**config.mk**
```make
export PLATFORM = sky130hd
export DESIGN_NAME = flash_page_burst_splitter
export DESIGN_NICKNAME = d
export VERILOG_FILES = /design/src/rtl/flash_pkg.sv /design/src/rtl/flash_page_burst_splitter.sv
export SDC_FILE = /design/constraint.sdc
export NUM_CORES = 1
export LEC_CHECK = 0
export ABC_AREA = 0
export CAP_MARGIN = 25
export CORE_MARGIN = 4
export CORE_UTILIZATION = 53
export DETAILED_ROUTE_END_ITERATION = 7
export DONT_BUFFER_PORTS = 1
export GPL_TIMING_DRIVEN = 0
export PLACE_DENSITY = 0.79
export SETUP_SLACK_MARGIN = 0.05
export SYNTH_ARGS = -nofsm -noshare
export SYNTH_HDL_FRONTEND = slang
export SYNTH_SLANG_ARGS = --single-unit
```
**constraint.sdc**
```tcl
create_clock -name clk -period 6.5 [get_ports clk]
set_clock_uncertainty 0.15 [all_clocks]
set_input_delay 0.65 -clock clk [delete_from_list [all_inputs] [get_ports clk]]
set_output_delay 0.65 -clock clk [all_outputs]
set_load 0.02 [all_outputs]
```
**src/rtl/flash_pkg.sv**
```systemverilog
// Shared definitions for the flash page burst splitter.
//  - Default geometry (address width, page size, max burst, burstcount width).
//  - FSM state encoding.
//  - page_sub_len(): sub-burst length at the default geometry.
package flash_pkg;

  localparam int unsigned DEF_FLASH_ADDR_WIDTH = 28;
  localparam int unsigned DEF_PAGE_BYTES       = 256;
  localparam int unsigned DEF_MAX_BURST        = 64;
  localparam int unsigned DEF_BURST_WIDTH      = 7;

  typedef enum logic [2:0] {
    IDLE     = 3'd0,
    ZERO_ACK = 3'd1,
    WR_DATA  = 3'd2,
    RD_ACK   = 3'd3,
    RD_CMD   = 3'd4,
    RD_DATA  = 3'd5
  } fsm_state_t;

  // Words left before the next page boundary, clipped to rem and the max burst.
  function automatic logic [DEF_BURST_WIDTH-1:0] page_sub_len(
    input logic [DEF_FLASH_ADDR_WIDTH-1:0] addr,
    input logic [DEF_BURST_WIDTH-1:0]      rem
  );
    int unsigned off;
    int unsigned room;
    int unsigned len;
    off  = 32'(addr % DEF_FLASH_ADDR_WIDTH'(DEF_PAGE_BYTES)) & ~32'd3;
    room = (DEF_PAGE_BYTES - off) >> 2;
    len  = 32'(rem);
    if (room < len) len = room;
    if (DEF_MAX_BURST < len) len = DEF_MAX_BURST;
    return DEF_BURST_WIDTH'(len);
  endfunction

endpackage

```
**src/rtl/flash_page_burst_splitter.sv**
```systemverilog
// Re-issues upstream AVMM bursts as downstream sub-bursts that never cross a
// flash page boundary and never exceed MAX_BURST words.
// Ports:
//  clk, reset                  clock, synchronous active-high reset
//  avmm_slv_*                  upstream AVMM slave (from the burst master)
//  avmm_mstr_*                 downstream AVMM master (to the flash controller)
//  err_zero_burst              sticky flag, set by a burstcnt==0 command
module flash_page_burst_splitter
  import flash_pkg::*;
#(
  parameter int unsigned FLASH_ADDR_WIDTH = DEF_FLASH_ADDR_WIDTH,
  parameter int unsigned PAGE_BYTES       = DEF_PAGE_BYTES,
  parameter int unsigned MAX_BURST        = DEF_MAX_BURST,
  parameter int unsigned BURST_WIDTH      = DEF_BURST_WIDTH
) (
  input  logic                        clk,
  input  logic                        reset,
  input  logic [FLASH_ADDR_WIDTH-1:0] avmm_slv_addr,
  input  logic                        avmm_slv_write,
  input  logic                        avmm_slv_read,
  input  logic [BURST_WIDTH-1:0]      avmm_slv_burstcnt,
  input  logic [31:0]                 avmm_slv_wrdata,
  output logic [31:0]                 avmm_slv_rddata,
  output logic                        avmm_slv_rddvld,
  output logic                        avmm_slv_waitreq,
  output logic [FLASH_ADDR_WIDTH-1:0] avmm_mstr_addr,
  output logic                        avmm_mstr_write,
  output logic                        avmm_mstr_read,
  output logic [BURST_WIDTH-1:0]      avmm_mstr_burstcnt,
  output logic [31:0]                 avmm_mstr_wrdata,
  input  logic [31:0]                 avmm_mstr_rddata,
  input  logic                        avmm_mstr_rddvld,
  input  logic                        avmm_mstr_waitreq,
  output logic                        err_zero_burst
);

  localparam int unsigned FAW = FLASH_ADDR_WIDTH;
  localparam int unsigned BW  = BURST_WIDTH;

  fsm_state_t     r_state, w_state_nxt;
  logic [FAW-1:0] r_addr,  w_addr_nxt;
  logic [BW-1:0]  r_rem,   w_rem_nxt;
  logic [BW-1:0]  r_beat,  w_beat_nxt;
  logic [BW-1:0]  r_cnt,   w_cnt_nxt;
  logic           r_err,   w_err_nxt;

  logic [BW-1:0]  w_len;
  logic [FAW-1:0] w_addr_adv;
  logic [BW-1:0]  w_rem_adv;

  // Sub-burst length: min(rem, words to page end, MAX_BURST).
  function automatic logic [BW-1:0] sub_len(input logic [FAW-1:0] addr,
                                            input logic [BW-1:0]  rem);
    int unsigned off;
    int unsigned room;
    int unsigned len;
    off  = 32'(addr % FAW'(PAGE_BYTES)) & ~32'd3;
    room = (PAGE_BYTES - off) >> 2;
    len  = 32'(rem);
    if (room < len) len = room;
    if (MAX_BURST < len) len = MAX_BURST;
    return BW'(len);
  endfunction

  assign w_len      = sub_len(r_addr, r_rem);
  assign w_addr_adv = r_addr + FAW'({w_len, 2'b00});
  assign w_rem_adv  = r_rem - w_len;

  // Address low bits are cleared at capture and only ever advance by whole words.
  assign avmm_mstr_addr     = r_addr;
  assign avmm_mstr_burstcnt = w_len;
  assign avmm_mstr_wrdata   = avmm_slv_wrdata;
  assign avmm_slv_rddata    = avmm_mstr_rddata;
  assign err_zero_burst     = r_err;

  // State and datapath registers.
  always_ff @(posedge clk) begin
    if (reset) begin
      r_state <= IDLE;
      r_addr  <= '0;
      r_rem   <= '0;
      r_beat  <= '0;
      r_cnt   <= '0;
      r_err   <= 1'b0;
    end else begin
      r_state <= w_state_nxt;
      r_addr  <= w_addr_nxt;
      r_rem   <= w_rem_nxt;
      r_beat  <= w_beat_nxt;
      r_cnt   <= w_cnt_nxt;
      r_err   <= w_err_nxt;
    end
  end

  // Next-state, datapath updates and handshake outputs.
  always_comb begin
    w_state_nxt      = r_state;
    w_addr_nxt       = r_addr;
    w_rem_nxt        = r_rem;
    w_beat_nxt       = r_beat;
    w_cnt_nxt        = r_cnt;
    w_err_nxt        = r_err;
    avmm_slv_waitreq = 1'b1;
    avmm_slv_rddvld  = 1'b0;
    avmm_mstr_write  = 1'b0;
    avmm_mstr_read   = 1'b0;

    case (r_state)
      IDLE: begin
        if (avmm_slv_write || avmm_slv_read) begin
          w_addr_nxt = avmm_slv_addr & ~FAW'(3);
          w_rem_nxt  = avmm_slv_burstcnt;
          w_beat_nxt = '0;
          if (avmm_slv_burstcnt == '0) begin
            w_err_nxt   = 1'b1;
            w_state_nxt = ZERO_ACK;
          end else if (avmm_slv_write) begin
            w_state_nxt = WR_DATA;
          end else begin
            w_state_nxt = RD_ACK;
          end
        end
      end

      ZERO_ACK: begin
        avmm_slv_waitreq = 1'b0;
        w_state_nxt      = IDLE;
      end

      WR_DATA: begin
        avmm_mstr_write  = avmm_slv_write;
        avmm_slv_waitreq = avmm_mstr_waitreq;
        if (avmm_slv_write && !avmm_mstr_waitreq) begin
          // Closing a sub-burst: the next beat carries the new address/burstcount.
          if (r_beat == w_len - BW'(1)) begin
            w_beat_nxt = '0;
            w_addr_nxt = w_addr_adv;
            w_rem_nxt  = w_rem_adv;
            if (w_rem_adv == '0) w_state_nxt = IDLE;
          end else begin
            w_beat_nxt = r_beat + BW'(1);
          end
        end
      end

      RD_ACK: begin
        avmm_slv_waitreq = 1'b0;
        w_state_nxt      = RD_CMD;
      end

      RD_CMD: begin
        avmm_mstr_read = 1'b1;
        if (!avmm_mstr_waitreq) begin
          w_cnt_nxt   = w_len;
          w_state_nxt = RD_DATA;
        end
      end

      RD_DATA: begin
        avmm_slv_rddvld = avmm_mstr_rddvld;
        if (avmm_mstr_rddvld) begin
          w_cnt_nxt = r_cnt - BW'(1);
          if (r_cnt == BW'(1)) begin
            w_addr_nxt  = w_addr_adv;
            w_rem_nxt   = w_rem_adv;
            w_state_nxt = (w_rem_adv == '0) ? IDLE : RD_CMD;
          end
        end
      end

      default: w_state_nxt = IDLE;
    endcase
  end

endmodule

```
# ---- Word-level counts from Yosys, hierarchy flattened
# Cells that the tools add are included.
dict set report totals {
  regBits 53
  out_inout_bits 104
}
dict set report op_classes {
  add_sub_neg 6
  n_lt_le_gt_ge 2
  n_eq_ne 14
  n_mux 36
  reduce_logical 15
}
# cell count
set op_table {}
lappend op_table {{28-bit 2-to-1 mux} 5}
lappend op_table {{28-bit case mux with 3 select lines} 1}
lappend op_table {{7-bit 2-to-1 mux} 11}
lappend op_table {{30-bit by 7-bit < comparator with 1-bit output} 1}
lappend op_table {{7-bit by 30-bit < comparator with 1-bit output (first input constant)} 1}
lappend op_table {{30-bit 2-to-1 mux} 1}
lappend op_table {{28-bit by 9-bit adder with 28-bit output} 1}
lappend op_table {{7-bit case mux with 2 select lines} 2}
lappend op_table {{3-bit 2-to-1 mux} 8}
lappend op_table {{7-bit case mux with 3 select lines} 1}
lappend op_table {{3-bit case mux with 5 select lines} 1}
lappend op_table {{7-bit zero test} 2}
lappend op_table {{2-bit inequality test (second input constant)} 7}
lappend op_table {{7-bit by 1-bit subtractor with 7-bit output (second input constant)} 2}
lappend op_table {{9-bit by 8-bit subtractor with 10-bit output (first input constant)} 1}
lappend op_table {{3-bit AND reduction} 3}
lappend op_table {{7-bit by 1-bit adder with 7-bit output (second input constant)} 1}
lappend op_table {{7-bit by 1-bit == test with 1-bit output (second input constant)} 1}
lappend op_table {{7-bit == test} 1}
lappend op_table {{7-bit AND reduction} 1}
lappend op_table {{7-bit subtractor} 1}
lappend op_table {{3-bit by 2-bit == test with 1-bit output (second input constant)} 2}
lappend op_table {{3-bit == test (second input constant)} 2}
lappend op_table {{6-bit AND reduction} 1}
lappend op_table {{other kinds (11)} 15}

# ---- Longest topological paths before layout
dict set report depth {
  ltp_word 11
  depth_mapped 26
}

# ---- Worst setup path after synthesis
# Ideal clock, no wire load.
dict set report synth_timing {
  kind {register to register}
  startpoint {register r_addr[2], in the netlist avmm_mstr_addr[2]}
  endpoint {register r_addr[12], in the netlist avmm_mstr_addr[12]}
  setup_ns 0.086
  arrival_ns 5.833
  setup_slack_ns 0.430
  path_stages_with_launch 26
  period_less_slack_ns 6.070
  cell_sequence {dfxtp_1 > inv_1 > ha_1 > nor3b_1 > xnor2_1 > ha_1 > and3_1 > a221oi_2 > o21a_1 > buf_6 > buf_6 > and3_1 > nor2_1 > nor2_1 > inv_1 > fa_1 > nor2b_1 > o21ai_0 > a21boi_0 > o21a_1 > o21ai_0 > a21oi_1 > clkbuf_1 > a31oi_1 > or4_1 > a221oi_2}
}
dict set report synth_between {
  elab_chain_cells 9
}
# element line_no
set synth_lines {}
lappend synth_lines {{start: declaration} flash_page_burst_splitter.sv:41} ;# logic [FAW-1:0] r_addr, w_addr_nxt;
lappend synth_lines {{start signal: assignment} flash_page_burst_splitter.sv:87} ;# r_addr <= w_addr_nxt;
lappend synth_lines {{9-bit by 8-bit subtractor with 10-bit output *} flash_page_burst_splitter.sv:58} ;# room = (PAGE_BYTES - off) >> 2;
lappend synth_lines {{30-bit by 7-bit < comparator with 1-bit output} flash_page_burst_splitter.sv:60} ;# if (room < len) len = room;
lappend synth_lines {{30-bit 2-to-1 mux *} flash_page_burst_splitter.sv:60}
lappend synth_lines {{7-bit by 30-bit < comparator with 1-bit output} flash_page_burst_splitter.sv:61} ;# if (MAX_BURST < len) len = MAX_BURST;
lappend synth_lines {{7-bit 2-to-1 mux *} flash_page_burst_splitter.sv:61}
lappend synth_lines {{via avmm_mstr_burstcnt[1]} flash_page_burst_splitter.sv:29} ;# output logic [BURST_WIDTH-1:0] avmm_mstr_burstcnt,
lappend synth_lines {{28-bit by 9-bit adder with 28-bit output or 7-bit by 1-bit subtractor with 7-bit output (tied branches)} {flash_page_burst_splitter.sv:66, flash_page_burst_splitter.sv:135}}
lappend synth_lines {{28-bit 2-to-1 mux, or another cell as far along} flash_page_burst_splitter.sv:163} ;# if (r_cnt == BW'(1)) begin
lappend synth_lines {{28-bit 2-to-1 mux, or another cell as far along} flash_page_burst_splitter.sv:161} ;# if (avmm_mstr_rddvld) begin
lappend synth_lines {{28-bit case mux with 3 select lines or 6-bit AND reduction (tied branches)} n/a}
# Mark *: on every way through the listed nets, which the timed path passes. The rest lies on a longest branch. The select of a mux whose other input is x is not followed.
# A chain may end at the register's enable or synchronous reset.

# ---- Worst setup path in the final report
dict set report layout_timing {
  startpoint {register r_addr[2], in the netlist avmm_mstr_addr[2]}
  endpoint {register r_addr[14], in the netlist avmm_mstr_addr[14]}
}
# The elaborated chain is that of the path after synthesis.

==> flow_summary.toml <==
[grt]
grt_start_max_net_pins = 16
grt_pass1_wl_um = 25200
grt-ovfl-total = 0
grt_use_total_pct = 27.4
antenna_found_initial = 0
grt_pass1_vias = 5176

[placement]
port_buffers = 0
dp_hpwl_um = 12900
place_congestion = 0.953
dp.cells = 812

[floorplanning]
start_util_pct = 54.3
die_w_um = 105
core.rowCount = 35
core-area_um2 = 9240
die_y_um = 105
die_area_um2 = 11100
ios = 209

[synthesis]
synthCells = 681
synth_area_um2 = 5020
synth.ff_latch_count = 51
synth_area_leaders = "dfxtp_1 (20%), buf_4 (9.9%), ha_1 (7.0%)"
synth.avg_cell_area_um2 = 7.37
synth-edff-count = 0
synth_top_area_share_pct = 20.3
synth.distinct_cells = 72
ys_warn_count = 0
synth_top_area_cell = "dfxtp_1"
synth_seq_area_share_pct = 20.3
synthFlopType = "dfxtp_1"
async_flop_share_pct = 0

[timing]
setup_viol = 0
fmax_mhz = 164
holdWs_ps = 364
period_needed_ps = 6090
rsz0062_at_grt = "false"
worst_pin_slew_ps = 951
fin_crit_sh_pct = 93.7
final-max-slew-violation-count = 0
hold_violations = 0
slew_headroom_pct = 36.0

[worst_setup_path]
path_buf_inv = 4
r2r_cells = 24
cp_num_cells = 24
path_cells = "or4_1, nor2_1, xnor2_1, ha_1, a21o_1, a221oi_4, o21a_1, buf_6, buf_6, and3_1, nor2_1, nor2_4, inv_2, fa_1, nor2b_2, o21ai_0, a21boi_1, o21a_1, o21ai_1, a21oi_2, buf_4, a31oi_1, or4_1, a32o_1"
ff2ff_setup_slack_ps = 410
crit_fanout = 10
critical_path_class = "flip-flop to flip-flop"
cp-end-kind = "flip-flop"
crit_required_ps = 6560
crit_arrival_ps = 6150
startpoint_type = "flip-flop"
cp_top_family = "simple AND/OR/NAND/NOR gates"
cp_slowest_cell = "or4_1"
critPathMaxStageDelay_ps = 570

[drt]
ant_nets = 0
wl_met1_um = 5920
wl_um = 16600
vias = 5319
viasPerCell = 6.48
routed-wl-met3_um = 1790
drc_errors = 0
wl_met2_um = 8180
wire_per_inst_um = 20.2
routed.top_layer = "met4"
first_pass_iters = 6
drt_iter0_drc = 551

[clock_network]
cts.sinks = 51
clkTransAtPathRegs_ps = 100
cts.path.max_buffers = 2
cts_root_buf = "clkbuf_8"
insertion_delay_ps = 310
cts_tree = "built"
cts.htree.levels = 2
cts_made_buffers = 5

[finish]
diodes = 0
area_growth_syn_to_layout_pct = 6.78
layout.cells.non_filler = 821
drive_gt1_share_pct = 16.8
nets = 827

[outcome]
status = "finished clean"

[min_path]
hp-class = "flip-flop to flip-flop"
hold_depth = 2

[run]
cap_violations = 0
==> repair_timing <==
action	in CTS	in global routing
setup buffers	2	0
pin swaps	3	2
gates resized for setup	5	11
hold buffers	0	0
endpoints found under the setup margin	26	18
==> kinds of logic after synthesis <==
| logic type | after synthesis | synth area share, % |
|---|---|---|
| muxes | 7 | 1.47 |
| DFF | 51 | 20.3 |
| xor gates and xnor gates | 25 | 4.66 |
| adders and majority gates | 30 | 7.77 |
| and+or+nand+nor | 222 | 22.4 |
| AOI/OAI and AO/OA | 199 | 26.9 |
| buffers and inverters | 146 | 16.4 |
| other | 1 | 0.0747 |
==> worst min-delay path: stages (launching register included) <==
cell and delay, ps:
dfxtp_1 360, nand2_1 70, a21oi_1 50
==> state kept, by name, indices dropped and copies added (netlist names) <==
signal / cells
err_zero_burst: 1
r_rem: 7
r_beat: 7
r_state: 3
r_cnt: 7
avmm_mstr_addr: 26
==> area by class of cell <==
| type | count | area (um^2) |
|---|---|---|
| Inverter | 34 | 128 |
| Fill cell | 855 | 3880 |
| Clock buffer | 5 | 68.8 |
| Tap cell | 129 | 161 |
| Timing Repair Buffer | 3 | 26.3 |
| Sequential cell | 51 | 1020 |
| Clock inverter | 2 | 37.5 |
| Buffer | 112 | 701 |
| Multi-Input combinational cell | 485 | 3210 |
==> synthesized netlist by cell type, types with 5 or more instances <==
cell type and n:
xor2_1 8, dfxtp_1 51, o22ai_1 6, nor2b_1 5
ha_1 28, nand2_1 58, a31oi_1 11, a21o_1 5
clkbuf_1 36, nor3b_1 6, buf_4 66, xnor2_1 16
nand3_1 25, and3_1 6, inv_1 34, a22oi_1 6
nand4_1 24, o21ai_0 45, a211oi_1 9, o31ai_1 12
nor2_1 49, nor3_1 11, or4_1 11, o41ai_1 7
a21oi_1 49, buf_2 5
==> path summary, 6_finish.rpt <==
kind,endpoint,start
hold / removal,r_beat[1]$_SDFFE_PP0P_,r_beat[1]$_SDFFE_PP0P_
hold reg to reg,r_beat[1]$_SDFFE_PP0P_,r_beat[1]$_SDFFE_PP0P_
setup / recovery,avmm_mstr_addr[14]$_SDFFE_PP0P_,avmm_mstr_addr[2]$_SDFFE_PP0P_
setup reg to reg,avmm_mstr_addr[14]$_SDFFE_PP0P_,avmm_mstr_addr[2]$_SDFFE_PP0P_
==> layout by cell type (no fill, tap or decap), drive strengths merged, types with 8 or more instances in the layout <==
| master | instances |
|---|---|
| buf | 79 |
| nand2 | 58 |
| dfxtp | 51 |
| a21oi | 50 |
| nor2 | 49 |
| o21ai | 46 |
| clkbuf | 41 |
| inv | 34 |
| ha | 28 |
| nand3 | 25 |
| nand4 | 24 |
| xnor2 | 16 |
| o31ai | 14 |
| nor3 | 12 |
| or4 | 11 |
| a31oi | 11 |
| a211oi | 11 |
| xor2 | 8 |
==> stage by stage <==
step	area, um^2	worst slack (ps)	util, %	setup TNS, ps
finish	5360	408	58.0	0
global placement	5190	-805	56.1	-4810
detailed placement	5200	-891	56.2	-6960
global route	5360	82.8	58.0	0
floorplan	5020	430	-	0
CTS	5330	116	57.7	0
==> per-layer routing <==
| layer | global-route usage [%] | vias to the layer above |
|---|---|---|
| li1 | - | 2434 |
| met1 | 31.2 | 2433 |
| met2 | 48.7 | 376 |
| met3 | 5.70 | 76 |
| met4 | 12.7 | 0 |
| met5 | 0 | - |
Power is left out: the tool's default activity adds up to more than one toggle a clock period on the data nets, which glitch-free logic cannot reach.
